[src/rtl/intr_msg_ctrl.sv]
// Turns the level interrupt request into either a legacy INTA level or MSI
// memory-write messages, with coalescing, retry on failed writes and periodic re-trigger.
module intr_msg_ctrl #(
    parameter int unsigned RETRIGGER_CYCLES = 0,
    parameter int unsigned MAX_RETRY        = 3
) (
    input  logic        clk_i,
    input  logic        rst_i,
    input  logic        intr_request,
    input  logic        msi_enable,
    input  logic [31:0] msi_addr,
    input  logic [15:0] msi_data,
    output logic        inta_o,
    output logic        msg_req_o,
    output logic [31:0] msg_addr_o,
    output logic [31:0] msg_data_o,
    input  logic        msg_ack_i,
    input  logic        msg_done_i,
    input  logic        msg_err_i,
    output logic        msg_fail_o
);

    typedef enum logic [1:0] {
        IDLE,
        REQ,
        WAIT,
        HOLD
    } state_t;

    localparam logic [3:0]  RETRY_LIMIT = 4'(MAX_RETRY);
    localparam logic        RETRIG_EN   = (RETRIGGER_CYCLES != 0);
    localparam logic [15:0] HOLD_LAST   = 16'(RETRIGGER_CYCLES - 1);

    state_t      state;
    state_t      state_next;
    logic        req_r;
    logic        msi_en_r;
    logic        pending;
    logic        pending_next;
    logic [3:0]  retry_cnt;
    logic [3:0]  retry_next;
    logic [15:0] hold_cnt;
    logic [15:0] hold_next;
    logic        fail_next;
    logic        load_msg;
    logic        msi_edge;
    logic [1:0]  unused_addr_bits;

    assign unused_addr_bits = msi_addr[1:0];

    // A new MSI is owed on a request rise, or on MSI being enabled under a held request.
    assign msi_edge  = intr_request & msi_enable & (~req_r | ~msi_en_r);
    assign msg_req_o = (state == REQ);

    always_comb begin
        state_next   = state;
        pending_next = pending | msi_edge;
        retry_next   = retry_cnt;
        hold_next    = hold_cnt;
        fail_next    = msg_fail_o;
        load_msg     = 1'b0;

        unique case (state)
            IDLE: begin
                if ((pending | msi_edge) & msi_enable) begin
                    state_next   = REQ;
                    pending_next = 1'b0;
                    load_msg     = 1'b1;
                    retry_next   = 4'd0;
                end
            end
            REQ: begin
                if (msg_ack_i) begin
                    state_next = WAIT;
                end
            end
            WAIT: begin
                if (msg_done_i) begin
                    if (!msg_err_i) begin
                        state_next = HOLD;
                        hold_next  = 16'd0;
                    end else if (retry_cnt < RETRY_LIMIT) begin
                        // Retries resend the latched message; an edge this cycle stays pending.
                        retry_next = retry_cnt + 4'd1;
                        state_next = REQ;
                    end else begin
                        fail_next    = 1'b1;
                        pending_next = 1'b0;
                        state_next   = IDLE;
                    end
                end
            end
            HOLD: begin
                if (!intr_request || !msi_enable) begin
                    state_next = IDLE;
                end else if (RETRIG_EN && (hold_cnt == HOLD_LAST)) begin
                    pending_next = 1'b1;
                    state_next   = IDLE;
                end else if (hold_cnt != 16'hFFFF) begin
                    hold_next = hold_cnt + 16'd1;
                end
            end
            default: begin
                state_next = IDLE;
            end
        endcase

        // With MSI disabled nothing may be queued for later delivery.
        if (!msi_enable) begin
            pending_next = 1'b0;
        end
    end

    always_ff @(posedge clk_i or posedge rst_i) begin
        if (rst_i) begin
            state      <= IDLE;
            req_r      <= 1'b0;
            msi_en_r   <= 1'b0;
            inta_o     <= 1'b0;
            pending    <= 1'b0;
            retry_cnt  <= 4'd0;
            hold_cnt   <= 16'd0;
            msg_fail_o <= 1'b0;
            msg_addr_o <= 32'd0;
            msg_data_o <= 32'd0;
        end else begin
            state      <= state_next;
            req_r      <= intr_request;
            msi_en_r   <= msi_enable;
            inta_o     <= req_r & ~msi_en_r;
            pending    <= pending_next;
            retry_cnt  <= retry_next;
            hold_cnt   <= hold_next;
            msg_fail_o <= fail_next;
            if (load_msg) begin
                msg_addr_o <= {msi_addr[31:2], 2'b00};
                msg_data_o <= {16'h0000, msi_data};
            end
        end
    end

endmodule

[config.mk]
export PLATFORM = sky130hd
export DESIGN_NAME = intr_msg_ctrl
export DESIGN_NICKNAME = d
export VERILOG_FILES = /design/src/rtl/intr_msg_ctrl.sv
export SDC_FILE = /design/constraint.sdc
export NUM_CORES = 1
export LEC_CHECK = 0
export ABC_AREA = 1
export ABC_CLOCK_PERIOD_IN_PS = 1700
export BUFFER_PORTS_ARGS = -buffer_cell sky130_fd_sc_hd__buf_4
export CAP_MARGIN = 15
export CORE_ASPECT_RATIO = 1.75
export CORE_UTILIZATION = 34
export DETAILED_ROUTE_END_ITERATION = 8
export GPL_TIMING_DRIVEN = 0
export PLACE_DENSITY_LB_ADDON = 0.08
export SYNTH_ARGS = -nofsm -noshare
export SYNTH_HDL_FRONTEND = slang
export SYNTH_SLANG_ARGS = --single-unit
[constraint.sdc]
create_clock -name clk_i -period 1.7 [get_ports clk_i]
set_input_delay 0.17 -clock clk_i [delete_from_list [all_inputs] [get_ports clk_i]]
set_output_delay 0.17 -clock clk_i [all_outputs]
set_load 0.1 [all_outputs]
==> summary.txt, run 1 <==
Status
  • Status: complete, no violations

Cells and area
  • Layout cell share with drive strength beyond 1: 0.3570
  • Area Growth Syn to Fin: 48.98%
  • Final layout net count: 477
  • Commonest non-fill, non-tap cell in the layout: buf_4
  • N_diodes: 0
  • Most frequent cells in the layout: buf_4 (124), nand2_1 (117), dfrtp_1 (57), nand3_1 (53), conb_1 (18)
  • Post-route cell area: 3745 µm²

Detailed routing
  • First drt pass iteration count: 4
  • Detailed Route Iter0 Violations: about 150
  • Via count: 2,230
  • Vias per inst: 4.381
  • DRC violations left: 0
  • Final WL: 6159 µm
  • Routed wire length per instance: 12.10 µm
  • Antenna Violating Nets Remaining: 0

Synth
  • Avg Inst Size Synth: 8.728 µm²
  • Post-synthesis register bit count: 57
  • Mapped cell area: 2514 µm²
  • Compound-gate portion of the synthesized area: 0.003982
  • Yosys warns: 0
  • Largest family of logic cells by synthesized area: simple AND/OR/NAND/NOR gates
  • Simple-Gate Fraction of Synth Area: 0.3091
  • Synth Area in XOR/XNOR: 0
  • Mux cell area share after synthesis: 0
  • Yosys cell types: 20
  • Mapped Cells: roughly 290
  • Synthesized-area fraction occupied by adder cells: 0.004978
  • Sequential area share after synthesis: 0.5674

Placed design
  • Placed instance area: 3463 µm²
  • GP Congestion: 0.7734
  • Post-DP HPWL: between 4000 and 5000 µm
  • Count of input and output buffers: 101

Die
  • Num ports: 122
  • Starting density of the core: 0.3500
  • Die W: 67.00 µm
  • Chip height: ~120 µm
  • Die area: 7754 µm²
  • # rows: 41
  • Total core area: 7182 µm²

Setup path
  • Req. time, crit path: 1.90 ns
  • Startpoint Class: input pin
  • CP endpoint kind: register
  • WP data arrival: 1.68 ns
  • Crit path cell chain: dlygate4sd3_1 -> buf_4 -> nand2_1 -> inv_2 -> nand2_1 -> nand2_2 -> buf_4 -> clkbuf_4 -> nand3_1 -> nand2_1
  • Buf+Inv Stages, Crit Path: 5
  • Crit path kind: in2reg
  • Max FO, Critical Path: 10
  • CP most frequent cell: nand2_1
  • Delay of the slowest cell on the worst path: 0.55 ns
  • CP top delay family: buffers and inverters
  • CP max-delay cell: dlygate4sd3_1

Clocking
  • Max Root-Sink Buffers: 2
  • CTS Buf Count: 9
  • Clk sinks: 57
  • Clock transition at the registers of the reported paths: 0.04 ns
  • Setup Fix Bufs, Post-CTS: 0
  • H-tree depth: 3
  • Clk Latency, worst-skew pair: 0.32 ns
  • CTS tree: yes
  • Root Buffer: clkbuf_16

Timing
  • F_max: 678.4 MHz
  • Clock Skew: 0.004679 ns
  • Unrepaired setup endpoints after global routing: false
  • Tcrit/Tclk final: 0.8672
  • Relative slew margins: 0.6611
  • Minimum clock period: roughly 1.5 ns
  • Final Slew Violations: 0
  • Final Hold Viols: 0
  • Final setup vio count: 0
  • Slew @ Worst Pin: 0.5077 ns

Global route
  • Largest net degree at the start of global routing: 37
  • Initial antenna violation count: 0
  • GRT Total Usage: 0.1732
  • Number of global-route vias before repair: 2,068
  • Overflow after GRT: 0
  • First-pass GRT wire length: 9701 µm

Hold path
  • HP Class: in2reg

Flow run
  • Number of max-cap violations: 0
==> layer usage <==
metal	global-route usage	wire length, µm	vias to the layer above
met5	0	0	-
met4	0.08936	118	0
met3	0.06102	440	8
met2	0.2848	3222	67
met1	0.1935	2378	1020
li1	-	-	1135
==> metrics by stage <==
stage	instances	worst slack, ns	TNS, ns	hold WS [ns]	utilization
floorplan	305	0.1304	0	0.2014	-
global placement	492	-0.7348	-41.75	0.2902	0.4794
detailed placement	493	0.3682	0	0.2382	0.4822
CTS	509	0.2568	0	0.06678	0.5214
global route	509	0.1262	0	0.06634	0.5214
finish	509	0.2258	0	0.07430	0.5214
==> cell families after synthesis <==
kind of cell	after synthesis
other cells	1
buf+inv	43
flops	57
simple gates	184
fa+ha+maj	1
compound gates	2
==> cells in the mapped netlist <==
cell type	n	area [µm²]
nand2_1	117	439.2
dfrtp_1	57	1426
nand3_1	53	265.3
buf_4	23	172.7
inv_1	9	33.78
nor2_1	6	22.52
buf_2	5	25.02
buf_6	3	33.78
and2_1	2	12.51
clkbuf_4	2	15.01
nand4_1	2	12.51
a21oi_1	1	5.000
conb_1	1	3.750
ha_1	1	12.51
inv_2	1	3.750
nand2_2	1	6.260
nor2_2	1	6.260
o21ai_0	1	5.000
or2_1	1	6.260
or2_2	1	6.260
==> sequential cells by signal (all words and copies together), names as in the netlist <==
name and cells:
inta_o 1, msg_addr_o 30, msg_data_o 16, msg_fail_o 1
msi_en_r 1, pending 1, req_r 1, retry_cnt 4
state 2
==> final cells by class <==
cell class / instances / area (µm²)
Buffer: 33 / 246.5
Clock buffer: 12 / 246.5
Clock inverter: 1 / 5.005
Fill cell: 719 / 3437
Inverter: 10 / 37.54
Multi-Input combinational cell: 205 / 867.1
Sequential cell: 57 / 1426
Tap cell: 86 / 107.6
Timing Repair Buffer: 105 / 808.3
==> worst reg2reg max path, delay by kind of cell (launching register included) <==
kind | cells | cell delay [ns]
DFF | 1 | 0.44
buffers and inverters | 2 | 0.44
and+or+nand+nor | 3 | 0.38
==> what timing repair did <==
item / 4_1_cts / 5_1_grt
hold endpoints to repair: 23 / 0
resized for setup: 0 / 0
hold buffers: 3 / 0
endpoints found under the setup margin: 0 / 0
==> path summary, 6_finish.rpt <==
kind                       slack (ns)    startpoint        endpoint  cells after the start
hold / removal                   0.07  msi_addr[16]  msg_addr_o[16]                      3
min in group asynchronous        0.46         rst_i   msg_data_o[1]                      3
setup reg to reg                 0.37      state[0]  msg_data_o[13]                      5
hold reg to reg                  0.41      msi_en_r          inta_o                      1
setup / recovery                 0.23    msi_enable  msg_data_o[13]                     10
max in group asynchronous        0.68         rst_i  msg_data_o[13]                      4
Power of run 1 is left out: the tool's default activity adds up to more than one toggle a clock period on the data nets, which glitch-free logic cannot reach.
==> inputs of run 2 (changes only) <==
ABC_AREA = not set   (was 1)
CTS_BUF_LIST = sky130_fd_sc_hd__clkbuf_8   (was not set)
==> run 2 against run 1 <==
Critical path depth down 6; sequential share of layout area up 1.7 points; first-iteration DRC count down 46%; critical path type is now reg2reg; cell count down 25%; core utilization down 0.20 points; die area down 2.2%; final area down 4.2%; wire length down 16%; clock skew about the same; non-clock buffer count down 9; critical endpoint is now retry_cnt[0]; via count down 25%; highest routed layer unchanged.
==> summary.txt, run 2 <==
Die
  • Die W: 66.27 µm (-1.1%)
  • Num ports: 122 (unchanged)
  • Die area: 7585 µm² (-2.2%)
  • Total core area: 6907 µm² (-3.8%)
  • Chip height: 114.5 µm (-1.1%)
  • Starting density of the core: 0.3558 (+0.005797)
  • # rows: 40 (-2.4%)

Timing
  • Clock Skew: 0.004204 ns (-0.0004748 ns)
  • Final setup vio count: 0 (unchanged)
  • Tcrit/Tclk final: 0.9529 (+0.08572)
  • F_max: 617.3 MHz (-9.0%)
  • Fin worst setup slack: 0.08011 ns (-0.1457 ns)
  • Unrepaired setup endpoints after global routing: false
  • Final Hold Viols: 0 (unchanged)
  • Final Slew Violations: 0 (unchanged)
  • Minimum clock period: 1.620 ns (+0.1457 ns)
  • Hold_ws: 0.06463 ns (-0.009676 ns)

Clocking
  • Hold_buf cts: 3 (unchanged)
  • Clk Latency, worst-skew pair: 0.33 ns (about the same)
  • Root Buffer: clkbuf_8
  • Max Root-Sink Buffers: 2 (unchanged)
  • Clock transition at the registers of the reported paths: 0.06 ns (+0.02 ns)
  • CTS tree: yes
  • # resized after CTS: 0 (unchanged)
  • Setup Fix Bufs, Post-CTS: 0 (unchanged)
  • Clk sinks: 57 (unchanged)
  • CTS Buf Count: 9 (unchanged)
  • H-tree depth: 3 (unchanged)

Detailed routing
  • Final WL: 5172 µm (-16%)
  • Detailed Route Iter0 Violations: 81 (-46%)
  • DRC violations left: 0 (unchanged)
  • Vias per inst: 4.349 (-0.73%)
  • First drt pass iteration count: 2 (-2)
  • Routed wire length per instance: 13.47 µm (+11%)
  • Antenna Violating Nets Remaining: 0 (unchanged)
  • Via count: 1,670 (-25%)

Cells and area
  • Biggest regs: msg_addr_o (30), msg_data_o (16), retry_cnt (4)
  • Commonest non-fill, non-tap cell in the layout: buf_4
  • Fill count: 643 (-11%)
  • Most frequent cells in the layout: buf_4 (120), dfrtp_1 (57), mux2_2 (28), mux2_4 (18), conb_1 (18)
  • Layout cell share with drive strength beyond 1: 0.6333 (+0.2764)
  • Final Non-Filler Cells: 384 (-25%)
  • Area Growth Syn to Fin: 45.98%
  • N_diodes: 0 (unchanged)
  • Largest register FFs: 30 (unchanged)
  • Biggest register: msg_addr_o
  • Final layout net count: 354 (-26%)

Global route
  • Overflow after GRT: 0 (unchanged)
  • First-pass GRT wire length: 7817 µm (-19%)
  • Number of global-route vias before repair: 1,643 (-21%)
  • GRT Total Usage: 0.1441 (-0.02915)
  • Largest net degree at the start of global routing: 37 (unchanged)
  • Initial antenna violation count: 0 (unchanged)

Setup path
  • Crit path kind: reg2reg
  • Startpoint Class: register
  • Req. time, crit path: 1.91 ns (about the same)
  • WP data arrival: 1.83 ns (+0.15 ns)
  • CP endpoint kind: register
  • Max FO, Critical Path: 5 (-5)

Synth
  • Avg Inst Size Synth: 14.89 µm² (+71%)
  • Synth top area cells: dfrtp_1 (58%), mux2_2 (13%), mux2_4 (11%)
  • Area leader, netlist: dfrtp_1
  • Sequential area share after synthesis: 0.5804 (+0.01300)
  • Mapped cell area: 2457 µm² (-2.2%)
  • Number of flops mapped to enable cells by yosys: 0 (unchanged)
  • Most numerous cell in the Yosys netlist: dfrtp_1
  • Async set-or-reset flop fraction in the synthesized netlist: 1.000 (unchanged)
  • Mapped Cells: 165 (-43%)
  • Yosys top cell area share: 0.5804 (+0.01300)
  • Ys flop type: dfrtp_1
  • Yosys warns: 0 (unchanged)
  • Post-synth top cells: dfrtp_1 (57), mux2_2 (28), buf_4 (19)
  • Yosys cell types: 31 (+55%)
  • Post-synthesis register bit count: 57 (unchanged)

Hold path
  • HP Class: in2reg

Placed design
  • Inst Count DP: 368 (-25%)
  • Count of input and output buffers: 101 (unchanged)
  • GP Congestion: 0.6915 (-11%)
  • Post-DP HPWL: 3897 µm (-12%)
  • Place WS: 0.08934 ns (-0.2788 ns)

Flow run
  • Number of max-cap violations: 0 (unchanged)

Status
  • Status: complete, no violations
## run 2: worst max-delay path, cell delays in order, from the launching register on
cell and delay (ns):
dfrtp_1 0.41, ha_1 0.22, or3_1 0.37, a32o_1 0.23, a311o_1 0.27
## run 2: cell families after synthesis
| group | Yosys count | synth area share |
|---|---|---|
| AO/OA/AOI/OAI | 13 | 0.04379 |
| adder cells (fa/ha/maj) | 1 | 0.005091 |
| buffers and inverters | 28 | 0.08197 |
| flip-flops | 57 | 0.5804 |
| multiplexers | 46 | 0.2383 |
| other | 1 | 0.001526 |
| AND/OR/NAND/NOR | 19 | 0.04889 |
## run 2: final timing paths
check                                   from              to  slack (ns)  depth (start not counted)
worst max-delay path            retry_cnt[0]    retry_cnt[0]        0.08                          4
worst min-delay path             msi_data[1]   msg_data_o[1]        0.06                          2
worst max register to register  retry_cnt[0]    retry_cnt[0]        0.08                          4
worst min register to register      msi_en_r          inta_o        0.44                          1
max in group asynchronous              rst_i    retry_cnt[0]        0.72                          4
min in group asynchronous              rst_i  msg_data_o[12]        0.43                          3
## run 2: layout make-up
cell class                 count  area (µm²)  area share
multi-input combinational     97       895.9      0.2497
clock inverter                 3       12.51    0.003488
sequential                    57        1426      0.3976
clock buffer                  10       137.6     0.03837
buffer                        24       186.4     0.05197
tap                           84       105.1     0.02930
inverter                       4       15.01    0.004186
timing repair buffer         105       808.3      0.2253
## run 2: routing by layer
layer	global-route usage	vias to the layer above	part of all wire
met5	0	-	0
met4	0.08511	0	0.023
li1	-	799	-
met3	0.04183	10	0.061
met1	0.1599	803	0.37
met2	0.2388	58	0.55
## run 2: stage by stage
stage	TNS (ns)	util	cell area [µm²]
floorplan	0	-	2524
finish	0	0.5194	3587
global route	0	0.5194	3587
detailed placement	0	0.4933	3407
global placement	-38.88	0.4904	3387
CTS	0	0.5194	3587
Power of run 2 is left out for the same reason.
==> inputs of run 3 (changes only) <==
CORE_MARGIN = 5   (was not set)
==> run 3 against run 2 <==
Global-route usage down 1.3 points; clock skew up 0.0062 ns; die area up 20%; cell count up 1.3%; flip-flop and latch count unchanged; register-to-register slack about the same; critical path depth unchanged; non-clock buffer count unchanged; sequential share of layout area down 0.45 points; first-iteration DRC count down 28%.
==> summary.txt, run 3 (same netlist as run 2, synthesis figures left out) <==
Status
  • Status: complete, no violations

Die
  • # rows: 41 (+2.5%)
  • Die area: 9095 µm² (+20%)
  • Num ports: 122 (unchanged)
  • Starting density of the core: 0.3446 (-0.01118)
  • Total core area: 7131 µm² (+3.2%)
  • Chip height: 122.5 µm (+7.0%)
  • Die W: 74.27 µm (+12%)

Detailed routing
  • Vias per inst: 4.319 (-0.69%)
  • DRC violations left: 0 (unchanged)
  • Final WL: 5610 µm (+8.5%)
  • First drt pass iteration count: 4 (+2)
  • Detailed Route Iter0 Violations: 58 (-28%)
  • Routed wire length per instance: 14.42 µm (+7.1%)
  • Via count: 1,680 (+0.60%)
  • Antenna Violating Nets Remaining: 0 (unchanged)

Clocking
  • H-tree depth: 3 (unchanged)
  • Clk sinks: 57 (unchanged)
  • CTS tree: yes
  • Root Buffer: clkbuf_8
  • Setup Fix Bufs, Post-CTS: 0 (unchanged)
  • Clk Latency, worst-skew pair: 0.34 ns (about the same)
  • Max Root-Sink Buffers: 2 (unchanged)
  • CTS Buf Count: 9 (unchanged)
  • Clock transition at the registers of the reported paths: 0.07 ns (about the same)

Timing
  • Tcrit/Tclk final: 0.9499 (-0.002999)
  • Unrepaired setup endpoints after global routing: false
  • Final Hold Viols: 0 (unchanged)
  • F_max: 619.3 MHz (+0.32%)
  • Hold_ws: 0.05802 ns (-0.006602 ns)
  • Final setup vio count: 0 (unchanged)
  • Final Slew Violations: 0 (unchanged)
  • Slew @ Worst Pin: 0.6264 ns
  • Minimum clock period: 1.615 ns (-0.005098 ns)
  • Post-Route Setup TNS: 0 ns (unchanged)
  • Relative slew margins: 0.5818
  • Clock Skew: 0.01036 ns (+0.006158 ns)

Setup path
  • Internal reg-to-reg setup slack: 0.09 ns (about the same)
  • Crit path kind: reg2reg
  • Max FO, Critical Path: 5 (unchanged)
  • Register-to-Register Path Depth: 4 (unchanged)
  • Req. time, crit path: 1.92 ns (about the same)
  • CP endpoint kind: register
  • Startpoint Class: register
  • WP data arrival: 1.83 ns (about the same)

Global route
  • Number of global-route vias before repair: 1,722 (+4.8%)
  • Overflow after GRT: 0 (unchanged)
  • Met3 GRT Util: 0.03361 (-0.008226)
  • Largest net degree at the start of global routing: 31 (-16%)
  • Met2 global-route usage: 0.2089 (-0.02989)
  • First-pass GRT wire length: 8769 µm (+12%)
  • Busiest layer in global routing: met2
  • GRT Total Usage: 0.1311 (-0.01297)
  • Initial antenna violation count: 0 (unchanged)
  • Met1 GRT Util: 0.1489 (-0.01100)

Cells and area
  • Most frequent cells in the layout: buf_4 (120), dfrtp_1 (57), mux2_2 (28), mux2_4 (18), conb_1 (18)
  • Final layout net count: 354 (unchanged)
  • N_diodes: 0 (unchanged)
  • Area Growth Syn to Fin: 47.66%
  • Biggest register: msg_addr_o
  • Commonest non-fill, non-tap cell in the layout: buf_4
  • Largest register FFs: 30 (unchanged)
  • Layout cell share with drive strength beyond 1: 0.6337 (about the same)
  • Post-route cell area: 3628 µm² (+1.2%)
  • Biggest regs: msg_addr_o (30), msg_data_o (16), retry_cnt (4)

Hold path
  • Hold Path Stages: 2 (unchanged)
  • HP Class: in2reg

Placed design
  • Count of input and output buffers: 101 (unchanged)
  • Placed instance area: 3410 µm² (about the same)
  • Post-DP HPWL: 4284 µm (+9.9%)
  • GP Congestion: 0.7737 (+12%)

Flow run
  • Number of max-cap violations: 0 (unchanged)
==> run 3: changes by cell type in the layout (fill, tap and decap cells not counted) <==
cell,delta
bufinv_16,+1
clkinv_2,+1
inv_1,+1
==> run 3: critical path, stage by stage, from the launching register on <==
cell and delay [ns]:
dfrtp_1 0.42, ha_1 0.22, or3_1 0.37, a32o_1 0.23, a311o_1 0.26
==> run 3: cell type report <==
cell class                      instances  area [µm²]
Multi-Input combinational cell         97       895.9
Buffer                                 24       186.4
Clock buffer                           10       137.6
Sequential cell                        57        1426
Inverter                                4       15.01
Tap cell                               86       107.6
Fill cell                             663        3502
Timing Repair Buffer                  105       808.3
Clock inverter                          6       51.30
==> run 3: final timing paths <==
kind	from	endpoint
min in group asynchronous	rst_i	msg_addr_o[12]
setup reg to reg	retry_cnt[0]	retry_cnt[0]
setup / recovery	retry_cnt[0]	retry_cnt[0]
max in group asynchronous	rst_i	msg_fail_o
hold reg to reg	msi_en_r	inta_o
hold / removal	msi_addr[23]	msg_addr_o[23]
==> run 3: metrics by stage <==
step,std cells,utilization,worst slack (ns)
2_1_floorplan,182,-,0.1304
3_3_place_gp,369,0.4753,-0.6968
3_5_place_dp,370,0.4782,0.08779
4_1_cts,389,0.5089,0.08258
5_1_grt,389,0.5089,0.007140
6_report,389,0.5089,0.08521
==> run 3: routing by layer <==
layer / wire length [µm] / share of wire / vias up
met2: 2914 / 0.52 / 67
met3: 468 / 0.083 / 11
met5: 0 / 0 / -
met4: 166 / 0.030 / 0
li1: - / - / 804
met1: 2060 / 0.37 / 798
==> run 3: repair_timing <==
action	4_1_cts	5_1_grt
hold endpoints to repair	29	0
gates resized for setup	0	0
hold buffers	3	0
Power of run 3 is left out for the same reason.
